File: config.mk
export PLATFORM = sky130hd
export DESIGN_NAME = pio_read_completer_flat
export DESIGN_NICKNAME = d
export VERILOG_FILES = /design/src/rtl/pio_read_completer_if.sv /design/src/rtl/pio_read_completer.sv /design/src/flat_wrapper.sv
export SDC_FILE = /design/constraint.sdc
export NUM_CORES = 1
export LEC_CHECK = 0
export ABC_AREA = 1
export ABC_CLOCK_PERIOD_IN_PS = 3400
export CAP_MARGIN = 20
export CORE_ASPECT_RATIO = 0.6
export CORE_MARGIN = 1
export CORE_UTILIZATION = 25
export CTS_BUF_LIST = sky130_fd_sc_hd__clkbuf_2
export CTS_CLUSTER_SIZE = 20
export DETAILED_ROUTE_END_ITERATION = 16
export SYNTH_ARGS = -nofsm -noshare
export SYNTH_HDL_FRONTEND = slang
export SYNTH_SLANG_ARGS = --single-unit
File: constraint.sdc
create_clock -name clock -period 3.4 [get_ports clock]
set_input_delay 0.68 -clock clock [delete_from_list [all_inputs] [get_ports clock]]
set_output_delay 0.68 -clock clock [all_outputs]
set_load 0.01 [all_outputs]
File: src/rtl/pio_read_completer_if.sv
// rtl/pio_read_completer_if.sv - PIO read request, register port and completion signal bundle
// PIO_READ_STATS_EN adds the statistics counters to the bundle.
interface pio_read_completer_if;
    logic        rx_read_valid;
    logic [23:0] rx_read_rid_tag;
    logic [12:0] rx_read_address;
    logic        rx_read_ready;

    logic        reg_read_en;
    logic [12:0] reg_read_address;
    logic [63:0] reg_read_data;

    logic        read_completion_valid;
    logic [23:0] read_completion_rid_tag;
    logic [3:0]  read_completion_lower_addr;
    logic [63:0] read_completion_data;
    logic        read_completion_ready;

    logic        overflow;

`ifdef PIO_READ_STATS_EN
    logic [15:0] stat_completions;
    logic [7:0]  stat_drops;

    modport master (
        output rx_read_valid, rx_read_rid_tag, rx_read_address,
        input  rx_read_ready,
        input  reg_read_en, reg_read_address,
        output reg_read_data,
        input  read_completion_valid, read_completion_rid_tag,
        input  read_completion_lower_addr, read_completion_data,
        output read_completion_ready,
        input  overflow,
        input  stat_completions, stat_drops
    );

    modport slave (
        input  rx_read_valid, rx_read_rid_tag, rx_read_address,
        output rx_read_ready,
        output reg_read_en, reg_read_address,
        input  reg_read_data,
        output read_completion_valid, read_completion_rid_tag,
        output read_completion_lower_addr, read_completion_data,
        input  read_completion_ready,
        output overflow,
        output stat_completions, stat_drops
    );
`else
    modport master (
        output rx_read_valid, rx_read_rid_tag, rx_read_address,
        input  rx_read_ready,
        input  reg_read_en, reg_read_address,
        output reg_read_data,
        input  read_completion_valid, read_completion_rid_tag,
        input  read_completion_lower_addr, read_completion_data,
        output read_completion_ready,
        input  overflow
    );

    modport slave (
        input  rx_read_valid, rx_read_rid_tag, rx_read_address,
        output rx_read_ready,
        output reg_read_en, reg_read_address,
        input  reg_read_data,
        output read_completion_valid, read_completion_rid_tag,
        output read_completion_lower_addr, read_completion_data,
        input  read_completion_ready,
        output overflow
    );
`endif
endinterface

File: src/rtl/pio_read_completer.sv
// rtl/pio_read_completer.sv - queues PIO read requests, fetches registers, presents one completion at a time
// PIO_READ_STATS_EN adds completion/drop statistics counters.
module pio_read_completer #(
    parameter int QUEUE_DEPTH = 4,
    parameter int REG_LATENCY = 2
) (
    input logic                 clock,
    input logic                 reset_n,
    pio_read_completer_if.slave bus
);
    localparam int AW = $clog2(QUEUE_DEPTH);
    localparam int PW = AW + 1;
    localparam int CW = 2;
    localparam logic [CW-1:0] LAT_INIT = CW'(REG_LATENCY - 1);

    localparam logic [1:0] ST_IDLE    = 2'd0;
    localparam logic [1:0] ST_WAIT    = 2'd1;
    localparam logic [1:0] ST_PRESENT = 2'd2;

    logic [23:0] q_rid_tag [QUEUE_DEPTH];
    logic [12:0] q_address [QUEUE_DEPTH];

    logic [PW-1:0] wr_ptr_q, wr_ptr_d;
    logic [PW-1:0] rd_ptr_q, rd_ptr_d;
    logic          ready_q, ready_d;
    logic          overflow_q, overflow_d;
    logic [1:0]    state_q, state_d;
    logic [CW-1:0] cnt_q, cnt_d;
    logic          reg_en_q, reg_en_d;
    logic [12:0]   reg_addr_q, reg_addr_d;
    logic          cpl_valid_q, cpl_valid_d;
    logic [23:0]   cpl_rid_tag_q, cpl_rid_tag_d;
    logic [3:0]    cpl_lower_q, cpl_lower_d;
    logic [63:0]   cpl_data_q, cpl_data_d;

    logic          full, empty, full_d;
    logic          push, drop, pop;
    logic [23:0]   head_rid_tag;
    logic [12:0]   head_address;

    assign full  = (wr_ptr_q[AW] != rd_ptr_q[AW]) && (wr_ptr_q[AW-1:0] == rd_ptr_q[AW-1:0]);
    assign empty = (wr_ptr_q == rd_ptr_q);

    // Admission looks only at the current fill level, so a same-cycle pop never frees a full queue.
    assign push = bus.rx_read_valid && !full;
    assign drop = bus.rx_read_valid && full;
    assign pop  = (state_q == ST_PRESENT) && bus.read_completion_ready;

    assign head_rid_tag = q_rid_tag[rd_ptr_q[AW-1:0]];
    assign head_address = q_address[rd_ptr_q[AW-1:0]];

    always_ff @(posedge clock) begin
        if (push) begin
            q_rid_tag[wr_ptr_q[AW-1:0]] <= bus.rx_read_rid_tag;
            q_address[wr_ptr_q[AW-1:0]] <= bus.rx_read_address;
        end
    end

    always_comb begin
        wr_ptr_d   = wr_ptr_q + {{(PW-1){1'b0}}, push};
        rd_ptr_d   = rd_ptr_q + {{(PW-1){1'b0}}, pop};
        full_d     = (wr_ptr_d[AW] != rd_ptr_d[AW]) && (wr_ptr_d[AW-1:0] == rd_ptr_d[AW-1:0]);
        ready_d    = !full_d;
        overflow_d = overflow_q | drop;
    end

    always_comb begin
        state_d       = state_q;
        cnt_d         = cnt_q;
        reg_en_d      = 1'b0;
        reg_addr_d    = reg_addr_q;
        cpl_valid_d   = cpl_valid_q;
        cpl_rid_tag_d = cpl_rid_tag_q;
        cpl_lower_d   = cpl_lower_q;
        cpl_data_d    = cpl_data_q;
        case (state_q)
            ST_IDLE: begin
                if (!empty) begin
                    reg_en_d   = 1'b1;
                    reg_addr_d = head_address;
                    cnt_d      = LAT_INIT;
                    state_d    = ST_WAIT;
                end
            end
            ST_WAIT: begin
                // The head entry is still in the queue here; it is only popped on consume.
                if (cnt_q == '0) begin
                    cpl_data_d    = bus.reg_read_data;
                    cpl_rid_tag_d = head_rid_tag;
                    cpl_lower_d   = head_address[3:0];
                    cpl_valid_d   = 1'b1;
                    state_d       = ST_PRESENT;
                end else begin
                    cnt_d = cnt_q - 1'b1;
                end
            end
            ST_PRESENT: begin
                if (bus.read_completion_ready) begin
                    cpl_valid_d = 1'b0;
                    state_d     = ST_IDLE;
                end
            end
            default: begin
                cpl_valid_d = 1'b0;
                state_d     = ST_IDLE;
            end
        endcase
    end

    always_ff @(posedge clock or negedge reset_n) begin
        if (!reset_n) begin
            wr_ptr_q      <= '0;
            rd_ptr_q      <= '0;
            ready_q       <= 1'b0;
            overflow_q    <= 1'b0;
            state_q       <= ST_IDLE;
            cnt_q         <= '0;
            reg_en_q      <= 1'b0;
            reg_addr_q    <= '0;
            cpl_valid_q   <= 1'b0;
            cpl_rid_tag_q <= '0;
            cpl_lower_q   <= '0;
            cpl_data_q    <= '0;
        end else begin
            wr_ptr_q      <= wr_ptr_d;
            rd_ptr_q      <= rd_ptr_d;
            ready_q       <= ready_d;
            overflow_q    <= overflow_d;
            state_q       <= state_d;
            cnt_q         <= cnt_d;
            reg_en_q      <= reg_en_d;
            reg_addr_q    <= reg_addr_d;
            cpl_valid_q   <= cpl_valid_d;
            cpl_rid_tag_q <= cpl_rid_tag_d;
            cpl_lower_q   <= cpl_lower_d;
            cpl_data_q    <= cpl_data_d;
        end
    end

    assign bus.rx_read_ready              = ready_q;
    assign bus.reg_read_en                = reg_en_q;
    assign bus.reg_read_address           = reg_addr_q;
    assign bus.read_completion_valid      = cpl_valid_q;
    assign bus.read_completion_rid_tag    = cpl_rid_tag_q;
    assign bus.read_completion_lower_addr = cpl_lower_q;
    assign bus.read_completion_data       = cpl_data_q;
    assign bus.overflow                   = overflow_q;

`ifdef PIO_READ_STATS_EN
    logic [15:0] stat_cpl_q, stat_cpl_d;
    logic [7:0]  stat_drop_q, stat_drop_d;

    always_comb begin
        stat_cpl_d  = stat_cpl_q + {15'd0, pop};
        stat_drop_d = stat_drop_q;
        if (drop && stat_drop_q != 8'hFF) begin
            stat_drop_d = stat_drop_q + 8'd1;
        end
    end

    always_ff @(posedge clock or negedge reset_n) begin
        if (!reset_n) begin
            stat_cpl_q  <= '0;
            stat_drop_q <= '0;
        end else begin
            stat_cpl_q  <= stat_cpl_d;
            stat_drop_q <= stat_drop_d;
        end
    end

    assign bus.stat_completions = stat_cpl_q;
    assign bus.stat_drops       = stat_drop_q;
`endif
endmodule

File: src/flat_wrapper.sv
// flat-port wrapper written by rule: the top's interface ports become plain ports
module pio_read_completer_flat 
#(
    parameter int QUEUE_DEPTH = 4,
    parameter int REG_LATENCY = 2
)
  (clock, reset_n, bus_rx_read_valid, bus_rx_read_rid_tag, bus_rx_read_address, bus_rx_read_ready, bus_reg_read_en, bus_reg_read_address, bus_reg_read_data, bus_read_completion_valid, bus_read_completion_rid_tag, bus_read_completion_lower_addr, bus_read_completion_data, bus_read_completion_ready, bus_overflow);
  pio_read_completer_if bus_i ();
  input logic clock;
  input logic reset_n;
  input wire logic [$bits(bus_i.rx_read_valid)-1:0] bus_rx_read_valid;
  input wire logic [$bits(bus_i.rx_read_rid_tag)-1:0] bus_rx_read_rid_tag;
  input wire logic [$bits(bus_i.rx_read_address)-1:0] bus_rx_read_address;
  output wire logic [$bits(bus_i.rx_read_ready)-1:0] bus_rx_read_ready;
  output wire logic [$bits(bus_i.reg_read_en)-1:0] bus_reg_read_en;
  output wire logic [$bits(bus_i.reg_read_address)-1:0] bus_reg_read_address;
  input wire logic [$bits(bus_i.reg_read_data)-1:0] bus_reg_read_data;
  output wire logic [$bits(bus_i.read_completion_valid)-1:0] bus_read_completion_valid;
  output wire logic [$bits(bus_i.read_completion_rid_tag)-1:0] bus_read_completion_rid_tag;
  output wire logic [$bits(bus_i.read_completion_lower_addr)-1:0] bus_read_completion_lower_addr;
  output wire logic [$bits(bus_i.read_completion_data)-1:0] bus_read_completion_data;
  input wire logic [$bits(bus_i.read_completion_ready)-1:0] bus_read_completion_ready;
  output wire logic [$bits(bus_i.overflow)-1:0] bus_overflow;
  assign bus_i.rx_read_valid = bus_rx_read_valid;
  assign bus_i.rx_read_rid_tag = bus_rx_read_rid_tag;
  assign bus_i.rx_read_address = bus_rx_read_address;
  assign bus_rx_read_ready = bus_i.rx_read_ready;
  assign bus_reg_read_en = bus_i.reg_read_en;
  assign bus_reg_read_address = bus_i.reg_read_address;
  assign bus_i.reg_read_data = bus_reg_read_data;
  assign bus_read_completion_valid = bus_i.read_completion_valid;
  assign bus_read_completion_rid_tag = bus_i.read_completion_rid_tag;
  assign bus_read_completion_lower_addr = bus_i.read_completion_lower_addr;
  assign bus_read_completion_data = bus_i.read_completion_data;
  assign bus_i.read_completion_ready = bus_read_completion_ready;
  assign bus_overflow = bus_i.overflow;
  pio_read_completer #(.QUEUE_DEPTH(QUEUE_DEPTH), .REG_LATENCY(REG_LATENCY)) u_core (.clock(clock), .reset_n(reset_n), .bus(bus_i));
endmodule
==> flow_summary.yaml, run 1 <==
final_layout:
  layout-drive-gt1-share: 0.123
  fin_cells: 1705
  fin_util: 0.341
  syn_to_final_growth_pct: 32.7
  multi_input_area_um2: 2390
  nNetsFinal: 1239
  stdcell_area_um2: 13500
  n_antenna_cell: 0
  seq_area_um2: 7420
  fillers: 4017
die:
  fp.dieH_um: 158
  initial_core_util: 0.257
  io_pins: 214
  rows: 56
  dieArea_um2: 41400
  fp.dieW_um: 262
  core_um2: 39500
timing:
  post-route-period-util: 0.751
  totalNegativeSetupSlack_ps: 0
  finalSetupViolations: 0
  rsz0062_at_grt: "no"
  fmax_mhz: 392
  slew_viol_final: 0
  finalHoldViolCount: 0
  finalCriticalPeriod_ps: 2550
  tightest_slew_ps: 981
  relSlewSlack: 0.346
  fin_skew_ps: 84.7
worst_setup_path:
  cp_top_family: "buffers and inverters"
  cp.arrival_ps: 1870
  end_kind: "output port"
  r2r_end: "u_core.bus.rx_read_ready"
  reg2reg_from: "u_core.rd_ptr_q[1]"
  timing.critical_path.slowest_stage_cell: "clkdlybuf4s50_1"
  crit_fanout: 2
  required_ps: 2720
  r2r_cells: 11
  critPathBufInv: 1
  reg2reg_slack_ps: 1060
  crit_chain: "clkdlybuf4s50_1"
  crit_type: "flip-flop to output port"
  cp-start-kind: "flip-flop"
  max_stage_delay_ps: 590
placement:
  place_congestion: 0.720
  place_hpwl_um: 17000
  placed_area_um2: 12800
  post-place-cells: 1580
  port_buffers: 213
power:
  p_clk_frac: 0.187
  pwr-share-seq: 0.414
  ir_drop_uv: 380
  p_sw_mw: 4.65
  leakage_nw: 5.61
  power.density_nw_per_um2: 904
  swShare: 0.382
  p_int_mw: 7.53
  pwr-share-comb: 0.399
synthesis:
  ys_ff_latch: 267
  ys_seq_area_frac: 0.731
  synth_warnings: 0
  syn_inst: 877
  synth_fp_nets: 987
  ys_types: 27
  netlist_area_um2: 10100
  synth_area_per_cell_um2: 11.6
hold_path:
  worstHoldPathCells: 3
  min-delay-start: "bus_reg_read_data[42]"
  hold_end: "u_core.bus.read_completion_data[42]"
  hold_path.class: "input pin to flip-flop"
drt:
  drt-total-wl_um: 27400
  drt_iter0_markers: 400
  num_vias: 7130
  drc: 0
  ant_nets: 0
  drt_pass1_iterations: 4
  drt-vias-per-instance: 4.18
  wire_per_inst_um: 16.1
global_routing:
  grt_first_pass_wirelength_um: 41000
  grt_overflow: 0
  grt_start_max_net_pins: 84
  antenna_found_initial: 0
  grt_pass1_vias: 7131
  grt_usage: 0.131
job:
  max_cap_violations: 0
clock_tree:
  clock-sinks: 267
  cts_tree: "built"
  cts_root_buf: "clkbuf_2"
  htreeDepth: 3
  cts.clk_slew.worst_paths_ps: 120
  clk_path_buf_depth: 3
  ctsResizeCount: 0
  clock_latency_ps: 910
  cts_made_buffers: 68
run_status:
  outcome: "completed"
-- repair_timing --
| action | CTS | global route |
|---|---|---|
| buffers inserted | 0 | 0 |
| endpoints found under the hold margin | 73 | 0 |
| hold buffers | 1 | 0 |
-- per-stage QoR --
step                      hold WS [ps]  power (mW)  setup slack, ps
after CTS                          173        12.4              652
after floorplan                    384        7.77              512
after global routing               191        13.2              629
after detailed placement           457        10.1              723
after global placement             454        9.98              718
final                              329        12.2              848
-- area by class of cell --
| type | count | share of cell area |
|---|---|---|
| Timing Repair Buffer | 228 | 0.170 |
| Tap cell | 522 | 0.0485 |
| Sequential cell | 267 | 0.551 |
| Multi-Input combinational cell | 547 | 0.178 |
| Inverter | 17 | 0.00483 |
| Clock inverter | 14 | 0.00688 |
| Clock buffer | 110 | 0.0409 |
-- tightest hold or removal path: cells and delay by family --
family                 cells  cell delay [ps]
buffers and inverters      1              400
and+or+nand+nor            2              110
-- cells in the mapped netlist --
cell type,count,area share
nand2_4,1,0.0011
xnor2_2,1,0.0016
o22ai_1,37,0.023
clkbuf_1,16,0.0059
o21ai_1,12,0.0059
o21bai_1,1,0.00074
clkbuf_2,2,0.00099
xnor2_1,2,0.0017
dfrtp_1,119,0.29
nand4_1,2,0.0012
buf_6,14,0.016
nor3b_1,1,0.00074
inv_1,14,0.0052
nand3_2,1,0.00099
nand2_1,331,0.12
o21ai_0,64,0.032
nor2_1,80,0.030
inv_2,3,0.0011
edfxtp_1,148,0.44
buf_2,11,0.0054
ha_1,5,0.0062
xor2_1,3,0.0026
buf_4,2,0.0015
o31ai_1,1,0.00074
buf_1,1,0.00037
nor2_2,1,0.00062
nand3_1,4,0.0020
-- power by group through the flow --
stage | Sequential, mW | Clock [mW] | Combinational, mW
2_1_floorplan | 5.35 | 0 | 2.43
3_3_place_gp | 5.09 | 0 | 4.89
3_5_place_dp | 5.11 | 0 | 4.96
4_1_cts | 5.05 | 2.41 | 4.98
5_1_grt | 5.17 | 2.57 | 5.42
6_report | 5.04 | 2.28 | 4.86
-- layout by cell type (no fill, tap or decap) --
cell             count
buf_12               3
buf_4               11
buf_6                1
bufinv_16            1
clkbuf_2           110
clkdlybuf4s50_1    212
clkinv_1             7
clkinv_2             2
clkinv_4             1
clkinvlp_4           2
dfrtp_1            117
dfrtp_2              2
dlygate4sd3_1        1
edfxtp_1           148
ha_1                 5
inv_1               14
inv_2                4
nand2_1            331
nand2_4              1
nand3_1              4
nand3_2              1
nand4_1              2
nor2_1              76
nor2_4               5
nor3b_1              1
o21ai_0             64
o21ai_1             12
o21bai_1             1
o22ai_1             37
o31ai_1              1
xnor2_1              2
xnor2_2              1
xor2_1               3
-- flip-flops by register name, summed over array words and instances (netlist names) --
name                                   cells
u_core.cnt_q                               2
u_core.bus.read_completion_data           64
u_core.bus.rx_read_ready                   1
u_core.q_address                          52
u_core.bus.read_completion_rid_tag        24
u_core.bus.read_completion_lower_addr      4
u_core.wr_ptr_q                            3
u_core.bus.reg_read_en                     1
u_core.q_rid_tag                          96
u_core.bus.overflow                        1
u_core.rd_ptr_q                            3
u_core.bus.read_completion_valid           1
u_core.bus.reg_read_address               13
u_core.state_q                             2
-- per-layer routing --
metal / GRT usage / routed length, um / vias up
li1: - / - / 3477
met1: 0.178 / 13000 / 3419
met2: 0.196 / 12400 / 180
met3: 0.0411 / 1480 / 54
met4: 0.0473 / 578 / 0
met5: 0 / 0 / -
-- how the worst max path moves through the flow --
stage	startpoint	endpoint	slack, ps	cells after the start
finish	u_core.bus.read_completion_rid_tag[21]	bus_read_completion_rid_tag[21]	850	1
floorplan	u_core.rd_ptr_q[0]	u_core.q_address[0][0]	510	5
global placement	bus_rx_read_valid	u_core.bus.rx_read_ready	720	8
global route	u_core.bus.read_completion_rid_tag[21]	bus_read_completion_rid_tag[21]	630	1
detailed placement	bus_rx_read_valid	u_core.bus.rx_read_ready	720	8
CTS	u_core.bus.read_completion_rid_tag[21]	bus_read_completion_rid_tag[21]	650	1
-- logic make-up after synthesis --
family | count (synthesis) | share of synthesized area
xor+xnor | 6 | 0.00592
fa+ha+maj | 5 | 0.00617
compound gates | 115 | 0.0618
flops | 267 | 0.731
buf+inv | 63 | 0.0360
simple gates | 421 | 0.159
(Power assumes the default switching activity.)
==> inputs of run 2 (changes only) <==
Settings changed: ABC_CLOCK_PERIOD_IN_PS 3400 to 2650.
Clock period 3.4 ns to 2.65 ns, I/O delays scaled along.
==> flow_summary.yaml, run 2 (synthesis results as in run 1) <==
worst_setup_path:
  cp-start-kind: "flip-flop"
  cp_top_family: "buffers and inverters"
  cp.arrival_ps: 1830
  reg2reg_from: "u_core.rd_ptr_q[1]"
  crit_chain: "clkdlybuf4s50_1"
  r2r_cells: 11
  r2r_end: "u_core.bus.rx_read_ready"
  reg2reg_slack_ps: 600
  crit_type: "flip-flop to output port"
  required_ps: 2120
  max_stage_delay_ps: 580
  end_kind: "output port"
  critPathBufInv: 1
  timing.critical_path.slowest_stage_cell: "clkdlybuf4s50_1"
  crit_fanout: 2
final_layout:
  layout-drive-gt1-share: 0.118
  fillers: 4005
  fin_util: 0.345
  nNetsFinal: 1249
  syn_to_final_growth_pct: 34.3
  layout_commonest_cell: "nand2_1"
  stdcell_area_um2: 13600
  largest_reg_flops: 96
  n_antenna_cell: 0
  mostFrequentLayoutCells: "331 x nand2_1, 212 x clkdlybuf4s50_1, 148 x edfxtp_1, 117 x dfrtp_1, 98 x clkbuf_2"
  fin_cells: 1715
job:
  max_cap_violations: 0
hold_path:
  min-delay-start: "bus_reg_read_data[24]"
  hold_path.class: "input pin to flip-flop"
  worstHoldPathCells: 3
  hold_end: "u_core.bus.read_completion_data[24]"
global_routing:
  grt_start_max_net_pins: 94
  grt_usage: 0.130
  grt_first_pass_wirelength_um: 40800
  antenna_found_initial: 0
  grt_overflow: 0
  grt_pass1_vias: 7159
die:
  fp.dieH_um: 158
  initial_core_util: 0.257
  io_pins: 214
  fp.dieW_um: 262
  dieArea_um2: 41400
  core_um2: 39500
  rows: 56
power:
  power.density_nw_per_um2: 1160
  ir_drop_uv: 422
  leakage_nw: 5.67
timing:
  finalHoldViolCount: 0
  relSlewSlack: 0.580
  fin_skew_ps: 54.1
  finalCriticalPeriod_ps: 2360
  post-route-period-util: 0.891
  finalSetupViolations: 0
  totalNegativeSetupSlack_ps: 0
  slew_viol_final: 0
  rsz0062_at_grt: "no"
  tightest_slew_ps: 629
  hold_slack_ps: 170
  fmax_mhz: 423
placement:
  placed_area_um2: 12900
  post-place-cells: 1587
  place_congestion: 0.745
  place_hpwl_um: 17200
  port_buffers: 213
clock_tree:
  cts_root_buf: "clkbuf_2"
  clock-sinks: 267
  ctsResizeCount: 0
  htreeDepth: 3
  cts_setup_buffers: 0
  clk_path_buf_depth: 3
  cts_tree: "built"
  cts_made_buffers: 68
  cts.clk_slew.worst_paths_ps: 110
  clock_latency_ps: 900
drt:
  dr_wl_met3_um: 1510
  wirelength_met1_um: 12900
  num_vias: 7195
  drc: 0
  wl_met2_um: 12000
  drt_iter0_markers: 525
  drt-total-wl_um: 26900
  ant_nets: 0
  maxUsedRoutingLayer: "met4"
  wire_per_inst_um: 15.7
  drt_pass1_iterations: 5
  drt-vias-per-instance: 4.20
run_status:
  outcome: "completed"
run 2: metal layers:
metal,track usage,vias to the layer above
met5,0,-
met1,0.181,3451
met3,0.0392,55
li1,-,3505
met4,0.0523,0
met2,0.188,184
run 2: layout make-up:
cell class	instances	area (um2)	share of cell area
Clock inverter	26	156	0.0115
Sequential cell	267	7420	0.545
Multi-Input combinational cell	547	2390	0.176
Clock buffer	98	490	0.0360
Timing Repair Buffer	238	2440	0.179
Tap cell	522	653	0.0479
Inverter	17	65.1	0.00478
run 2: stage by stage:
step | total power [mW] | setup WS [ps]
3_5_place_dp | 13.0 | 465
5_1_grt | 17.0 | 96.9
6_report | 15.8 | 288
2_1_floorplan | 9.97 | -238
3_3_place_gp | 12.9 | 394
4_1_cts | 16.1 | 92.7
run 2: worst max path at each step:
stage / to / slack (ps) / startpoint / cells after the start
floorplan: u_core.q_address[0][0] / -240 / u_core.rd_ptr_q[0] / 5
global placement: u_core.bus.rx_read_ready / 390 / bus_rx_read_valid / 8
detailed placement: u_core.bus.rx_read_ready / 470 / bus_rx_read_valid / 8
CTS: bus_read_completion_rid_tag[20] / 90 / u_core.bus.read_completion_rid_tag[20] / 1
global route: bus_read_completion_data[58] / 100 / u_core.bus.read_completion_data[58] / 1
finish: bus_read_completion_data[16] / 290 / u_core.bus.read_completion_data[16] / 1
run 2: what timing repair did:
item	4_1_cts	5_1_grt
hold endpoints to repair	121	0
endpoints found under the setup margin	0	0
hold buffers	4	0
run 2: report_power, final:
group	switching [mW]	total, mW	internal, mW	leakage (nW)
Sequential	0.593	6.43	5.84	2.82
Combinational	3.64	6.39	2.76	2.37
Clock	1.75	2.94	1.19	0.482
